### src/rtl/lb_pkg.sv
// rtl/lb_pkg.sv - shared types and helpers for the line buffer controller
//
// Purpose: state encoding for the controller FSM, a constant clog2 and the
// slice-offset helper used to address flattened multi-line buses.
// Ports: none (package).

package lb_pkg;

  typedef enum logic {
    ST_IDLE = 1'b0,
    ST_WR   = 1'b1
  } lb_state_e;

  // Bits needed to hold 0..value-1; never less than one bit so a
  // single-line configuration still gets a legal vector.
  function automatic int lb_clog2(input int value);
    int w;
    int v;
    w = 0;
    v = value - 1;
    while (v > 0) begin
      w = w + 1;
      v = v >>> 1;
    end
    return (w < 1) ? 1 : w;
  endfunction

  // Low bit of slice idx in a bus of equal-width slices.
  function automatic int lb_slice_lo(input int idx, input int width);
    return idx * width;
  endfunction

endpackage

### src/rtl/linebuffer_ctrl.sv
// rtl/linebuffer_ctrl.sv - sequencer for single-port line RAMs producing vertical pixel columns
//
// Purpose: accepts a raster pixel stream, reads the stored column from all
// line RAMs, writes the shifted column back and presents a LINES-tall column.
// Ports:
//   clk, rst_n            clock, synchronous active-low reset
//   in_valid/in_ready     input pixel handshake
//   in_data, in_sof       input pixel and frame-start flag
//   ram_addr, ram_w_en    shared address/write enable for all line RAMs
//   ram_wdata, ram_rdata  per-RAM write data / registered read data (flattened)
//   out_valid/out_ready   output column handshake
//   out_data              column, slice 0 = newest pixel
//   out_eol, out_rows_ok  last column of line / window fully populated

module linebuffer_ctrl
  import lb_pkg::*;
#(
  parameter int DATA_WIDTH = 16,
  parameter int WIDTH      = 1920,
  parameter int LINES      = 3,
  parameter int ADDR_WIDTH = 11
) (
  input  logic                              clk,
  input  logic                              rst_n,
  input  logic                              in_valid,
  output logic                              in_ready,
  input  logic [DATA_WIDTH-1:0]             in_data,
  input  logic                              in_sof,
  output logic [ADDR_WIDTH-1:0]             ram_addr,
  output logic                              ram_w_en,
  output logic [(LINES-1)*DATA_WIDTH-1:0]   ram_wdata,
  input  logic [(LINES-1)*DATA_WIDTH-1:0]   ram_rdata,
  output logic                              out_valid,
  input  logic                              out_ready,
  output logic [LINES*DATA_WIDTH-1:0]       out_data,
  output logic                              out_eol,
  output logic                              out_rows_ok
);

  localparam int NUM_RAM = LINES - 1;
  localparam int ROW_W   = lb_clog2(LINES);
  localparam logic [ADDR_WIDTH-1:0] COL_MAX = ADDR_WIDTH'(WIDTH - 1);
  localparam logic [ROW_W-1:0]      ROW_MAX = ROW_W'(LINES - 1);

  lb_state_e                    state_q;
  logic [ADDR_WIDTH-1:0]        col_q, col_d;
  logic [ROW_W-1:0]             row_q, row_d;
  logic [DATA_WIDTH-1:0]        pix_q;
  logic                         out_valid_q;
  logic [LINES*DATA_WIDTH-1:0]  out_data_q;
  logic                         out_eol_q;
  logic                         out_rows_ok_q;
  logic                         accept;

  // Only accept when the output register is guaranteed free by the time
  // the following WR cycle loads it.
  assign in_ready = rst_n && (state_q == ST_IDLE) && (!out_valid_q || out_ready);
  assign accept   = in_valid && in_ready;

  // A frame-start pixel must read column 0 in its accept cycle, before
  // col_q has been forced to zero.
  assign ram_addr = (accept && in_sof) ? '0 : col_q;
  assign ram_w_en = rst_n && (state_q == ST_WR);

  // Write-back shifts the column down one line: new pixel into RAM 0,
  // RAM k-1 contents into RAM k.
  assign ram_wdata[lb_slice_lo(0, DATA_WIDTH) +: DATA_WIDTH] = pix_q;
  for (genvar k = 1; k < NUM_RAM; k++) begin : g_shift
    assign ram_wdata[lb_slice_lo(k, DATA_WIDTH) +: DATA_WIDTH] =
      ram_rdata[lb_slice_lo(k - 1, DATA_WIDTH) +: DATA_WIDTH];
  end

  // Column wrap; row saturates once enough lines are stored.
  always_comb begin
    col_d = col_q + ADDR_WIDTH'(1);
    row_d = row_q;
    if (col_q == COL_MAX) begin
      col_d = '0;
      if (row_q != ROW_MAX) begin
        row_d = row_q + ROW_W'(1);
      end
    end
  end

  always_ff @(posedge clk) begin
    if (!rst_n) begin
      state_q       <= ST_IDLE;
      col_q         <= '0;
      row_q         <= '0;
      pix_q         <= '0;
      out_valid_q   <= 1'b0;
      out_data_q    <= '0;
      out_eol_q     <= 1'b0;
      out_rows_ok_q <= 1'b0;
    end else begin
      case (state_q)
        ST_IDLE: begin
          if (out_valid_q && out_ready) begin
            out_valid_q <= 1'b0;
          end
          if (accept) begin
            pix_q   <= in_data;
            state_q <= ST_WR;
            if (in_sof) begin
              col_q <= '0;
              row_q <= '0;
            end
          end
        end
        ST_WR: begin
          out_valid_q   <= 1'b1;
          out_data_q    <= {ram_rdata, pix_q};
          out_eol_q     <= (col_q == COL_MAX);
          out_rows_ok_q <= (row_q == ROW_MAX);
          col_q         <= col_d;
          row_q         <= row_d;
          state_q       <= ST_IDLE;
        end
        default: state_q <= ST_IDLE;
      endcase
    end
  end

  assign out_valid   = out_valid_q;
  assign out_data    = out_data_q;
  assign out_eol     = out_eol_q;
  assign out_rows_ok = out_rows_ok_q;

endmodule

### config.mk
export PLATFORM = sky130hd
export DESIGN_NAME = linebuffer_ctrl
export DESIGN_NICKNAME = d
export VERILOG_FILES = /design/src/rtl/lb_pkg.sv /design/src/rtl/linebuffer_ctrl.sv
export SDC_FILE = /design/constraint.sdc
export NUM_CORES = 1
export LEC_CHECK = 0
export CORE_MARGIN = 8
export CORE_UTILIZATION = 35
export CTS_CLUSTER_SIZE = 16
export DETAILED_ROUTE_END_ITERATION = 12
export PLACE_DENSITY = 0.69
export SLEW_MARGIN = 20
export SYNTH_ARGS = -nofsm -noshare
export SYNTH_HDL_FRONTEND = slang
export SYNTH_SLANG_ARGS = --single-unit
### constraint.sdc
create_clock -name clk -period 2.93 [get_ports clk]
set_clock_uncertainty 0.2 [all_clocks]
set_input_delay 0.586 -clock clk [delete_from_list [all_inputs] [get_ports clk]]
set_output_delay 0.586 -clock clk [all_outputs]
set_load 0.05 [all_outputs]
# Word level (Yosys, flattened, before mapping)
# Index checks and enable logic that the tools add are counted.
# totals
memories	0
mem_bits_rw	0
rom_bits	0
elab_cells	44
reg_bits	81
latchBits	0
# classes
multipliers	0
n_mux	14
order_cmp	0
add_sub_neg	2
n_bitwise	1
n_reduce_logical	11
eq_ne	8
div	0
shifts	0
# ops
cell	count
$mux W11	4
$pmux W11 S2	1
$add A11 B1 Y11 const B	1
$eq A11 B11 Y1 const B	1
$mux W2	4
$logic_and A1 B1 Y1	6
$ne A2 B1 Y1 const B	3
$ne A2 B2 Y1 const B	3
$pmux W1 S2	2
$pmux W2 S2	1
$reduce_and A2 Y1	2
$reduce_and A4 Y1	1
$add A2 B1 Y2 const B	1
$eq A2 B2 Y1 const B	1
$mux W1	2
$logic_not A1 Y1	1
$logic_or A1 B1 Y1	1
$not A1 Y1	1

# Logic depth before layout (Yosys ltp)
# logic_depth
depth_word	6
mapped_depth	6
mapped_depth_nobuf	5

# Worst setup path after synthesis
# No wires, ideal clock.
# synth_path
path_type	reg-to-output
from	register out_valid_q, in the netlist out_valid
to	output ram_addr[0]
required_time_ps	2144
path_slack_ps	371
arrival_ps	1773
n_path_buf	1
stages_incl_launch_ff	5
path_cell_list	dfxtp_1 > nor2b_1 > or3_4 > clkbuf_1 > and2_1
# synth_via
elab_chain_cells	6
# synth_lines
element	line	rtl
start: declaration	linebuffer_ctrl.sv:49	logic out_valid_q;
start signal: assignment	linebuffer_ctrl.sv:91	out_valid_q <= 1'b0;
start signal: assignment	linebuffer_ctrl.sv:99	out_valid_q <= 1'b0;
start signal: assignment	linebuffer_ctrl.sv:111	out_valid_q <= 1'b1;
$logic_not A1 Y1	linebuffer_ctrl.sv:57	assign in_ready = rst_n && (state_q == ST_IDLE) && (!out_valid_q || out_ready);
$logic_or A1 B1 Y1	linebuffer_ctrl.sv:57	
$logic_and A1 B1 Y1	linebuffer_ctrl.sv:57	
$logic_and A1 B1 Y1	linebuffer_ctrl.sv:58	assign accept = in_valid && in_ready;
$logic_and A1 B1 Y1	linebuffer_ctrl.sv:62	assign ram_addr = (accept && in_sof) ? '0 : col_q;
$mux W11	linebuffer_ctrl.sv:62	
end: declaration	linebuffer_ctrl.sv:29	output logic [ADDR_WIDTH-1:0] ram_addr,
# No other way between the ends.

# Final worst setup path
# layout_path
from	input rst_n
to	output ram_addr[5]
# layout_via
elab_chain_cells	5
# layout_lines
element	line	rtl
start: declaration	linebuffer_ctrl.sv:24	input logic rst_n,
$logic_and A1 B1 Y1 (2 in series)	linebuffer_ctrl.sv:57	
$logic_and A1 B1 Y1	linebuffer_ctrl.sv:58	
$logic_and A1 B1 Y1	linebuffer_ctrl.sv:62	
$mux W11	linebuffer_ctrl.sv:62	
# No other way between the ends.

==> impl_metrics.sql <==
INSERT INTO impl_metrics (metric_group, metric, value, unit) VALUES
('placement', 'preCtsSetupSlack', '75.4', 'ps'),
('final_layout', 'filler_instances', '864', ''),
('clocking', 'tritoncts.num_buffers', '9', ''),
('run_status', 'status', 'complete, no violations', ''),
('yosys', 'synthesis.yosys.warnings', '0', ''),
('yosys', 'ys.flop_type', 'sky130_fd_sc_hd__dfxtp_1', ''),
('timing', 'worst_pin_slew', '827', 'ps'),
('route', 'avgViaCountPerCell', '4.66', ''),
('clocking', 'tritoncts_num_sinks', '81', ''),
('clocking', 'deepest_clock_path_buffer_count', '2', ''),
('placement', 'dp_hpwl', '7120', 'um'),
('final_layout', 'layout_area_overhead', '50.3', '%'),
('placement', 'placed_cells', '601', ''),
('pwr', 'p_comb_share', '19.4', '%'),
('timing', 'finalSetupViolations', '0', ''),
('pwr', 'power_density', '521', 'nW/um^2'),
('setup_path', 'critical_path_arrival', '2060', 'ps'),
('route', 'via_count', '2875', ''),
('route', 'drt_drc', '0', ''),
('clocking', 'tritoncts', 'yes', ''),
('final_layout', 'layoutNonFillerInstCount', '617', ''),
('yosys', 'synth_top_area_share', '48.8', '%'),
('pwr', 'leakage', '1.92', 'nW'),
('route', 'route.antenna.remaining_nets', '0', ''),
('grt', 'antenna_found_initial', '0', ''),
('route', 'route.detailed.wl_per_inst', '15.4', 'um'),
('floorplan', 'floorplan.rows', '35', ''),
('final_layout', 'post_route_cells_drive_above_1_share', '13.7', '%'),
('grt', 'gr-total-overflow', '0', ''),
('timing', 'totalNegativeSetupSlack', '0', 'ps'),
('pwr', 'clock_network_power_share', '35.8', '%'),
('final_layout', 'finalCoreUtilization', '54.1', '%'),
('yosys', 'yosysTopAreaCell', 'sky130_fd_sc_hd__dfxtp_1', ''),
('flow_run', 'drv.max_cap_violation_count', '0', ''),
('pwr', 'total_power', '2.61', 'mW'),
('setup_path', 'reg2reg_depth', '5', ''),
('pwr', 'vdd_drop_max', '0.215', 'mV'),
('setup_path', 'criticalPathCategory', 'in2out', ''),
('floorplan', 'ioPinCount', '149', ''),
('pwr', 'p_seq_share', '44.7', '%'),
('yosys', 'asyncSetResetFlopFracSynth', '0', '%'),
('final_layout', 'number_of_nets_in_the_layout', '538', ''),
('yosys', 'synth_enable_flop_cells', '0', ''),
('yosys', 'post_synth_num_cell_types', '44', ''),
('pwr', 'p_int', '1.87', 'mW'),
('grt', 'grt_start_max_net_pins', '49', ''),
('clocking', 'postCtsSetupBuffers', '0', ''),
('yosys', 'synth.area.top_cells', 'sky130_fd_sc_hd__dfxtp_1 (49%), sky130_fd_sc_hd__mux2i_1 (16%), sky130_fd_sc_hd__nor2_1 (6.2%)', ''),
('pwr', 'switching_share', '28.3', '%'),
('grt', 'grt_first_pass_wirelength', '15300', 'um'),
('floorplan', 'die_height', '113', 'um'),
('clocking', 'cts_hold_repair.buffers', '0', ''),
('floorplan', 'total_die_area', '12900', 'um^2'),
('timing', 'worst_slew_margin_relative_to_its_limit', '44.8', '%'),
('yosys', 'synth_simple_gate_area_share', '20.1', '%'),
('timing', 'fmax', '352', 'MHz'),
('floorplan', 'core', '9240', 'um^2'),
('clocking', 'clockRootBuffer', 'sky130_fd_sc_hd__clkbuf_8', ''),
('grt', 'grt_pass1_vias', '3051', ''),
('yosys', 'synth-adder-area-share', '0.753', '%'),
('timing', 'worst_hold_slack', '278', 'ps'),
('clocking', 'post_cts_resize_count', '0', ''),
('yosys', 'synth_compound_gate_area_share', '6.93', '%'),
('timing', 'fin_crit_sh', '97.0', '%'),
('pwr', 'power.switching', '0.738', 'mW'),
('min_path', 'hold_path_depth', '2', ''),
('clocking', 'clock_latency', '340', 'ps'),
('setup_path', 'path_max_fanout', '15', ''),
('timing', 'final_max_slew_viol_count', '0', ''),
('yosys', 'synth_commonest_cells', 'sky130_fd_sc_hd__dfxtp_1 (81), sky130_fd_sc_hd__nor2_1 (55), sky130_fd_sc_hd__mux2i_1 (52), sky130_fd_sc_hd__nand2_1 (27), sky130_fd_sc_hd__nand3_1 (21)', ''),
('floorplan', 'initial_core_util', '36.0', '%');
[path summary, 6_finish.rpt]
kind	from	to	slack, ps
setup / recovery	rst_n	ram_addr[5]	90
hold / removal	row_q[0]	row_q[0]	280
setup reg to reg	col_q[0]	col_q[9]	930
hold reg to reg	row_q[0]	row_q[0]	280
[cells in the final DEF (no fill, tap or decap), types with 2 or more instances in the layout]
master                            count
sky130_fd_sc_hd__o31ai_1              2
sky130_fd_sc_hd__or2b_2               2
sky130_fd_sc_hd__o21ai_0              9
sky130_fd_sc_hd__a21oi_1             19
sky130_fd_sc_hd__buf_4               33
sky130_fd_sc_hd__clkbuf_8            11
sky130_fd_sc_hd__a31oi_1              2
sky130_fd_sc_hd__or4_1                2
sky130_fd_sc_hd__nand2_1             27
sky130_fd_sc_hd__nand4_1              3
sky130_fd_sc_hd__clkdlybuf4s50_1    119
sky130_fd_sc_hd__ha_1                 2
sky130_fd_sc_hd__mux2i_1             52
sky130_fd_sc_hd__nand2b_1             2
sky130_fd_sc_hd__dfxtp_1             80
sky130_fd_sc_hd__o211ai_1             2
sky130_fd_sc_hd__and2_1               9
sky130_fd_sc_hd__nor2b_1              2
sky130_fd_sc_hd__bufinv_16            2
sky130_fd_sc_hd__xor2_1               2
sky130_fd_sc_hd__nand3_1             21
sky130_fd_sc_hd__inv_1                3
sky130_fd_sc_hd__inv_2                2
sky130_fd_sc_hd__nor2_1              55
sky130_fd_sc_hd__buf_12               3
[kinds of logic (layout without fill, tap and decap cells)]
kind of cell               count (synthesis)  count (layout)
adders and majority gates                  2               2
buffers and inverters                     40             176
and+or+nand+nor                          135             135
DFF                                       81              81
muxes                                     52              52
xor gates and xnor gates                   2               2
AOI/OAI and AO/OA                         40              40
[worst max-delay path, stage by stage]
cell and delay (ps):
sky130_fd_sc_hd__clkdlybuf4s50_1 540, sky130_fd_sc_hd__nand2b_4 70, sky130_fd_sc_hd__or3_4 450, sky130_fd_sc_hd__and2_2 220, sky130_fd_sc_hd__buf_4 180
[final cells by class]
class,instances,area [um^2],area share (%)
flip-flops and latches,81,1630,32.5
repair buffers,155,1500,30.0
multi-input cells,231,1460,29.3
well taps,129,161,3.23
clock buffers,12,155,3.11
clock inverters,4,73.8,1.48
inverters,5,18.8,0.376
[sequential cells by signal, summed over array words and instances, names as in the netlist]
signal	cells
out_rows_ok	1
pix_q	16
state_q	1
out_valid	1
out_data	48
row_q	2
col_q	11
out_eol	1
[power by group through the flow]
stage / clock, mW / sequential [mW] / combinational, mW
after global placement: 0 / 1.19 / 0.507
after detailed placement: 0 / 1.19 / 0.511
after global routing: 1.01 / 1.17 / 0.535
after CTS: 0.970 / 1.17 / 0.512
final: 0.934 / 1.17 / 0.506
after floorplan: 0 / 1.31 / 0.199
[routing by layer]
layer	vias to the layer above	GRT usage (%)	share of wire (%)
met5	-	0	0
met4	0	3.29	0.34
met3	2	7.50	9.4
met2	104	26.1	50
met1	1328	15.3	40
li1	1441	-	-
Note: power is estimated with default switching activity, not from simulation.
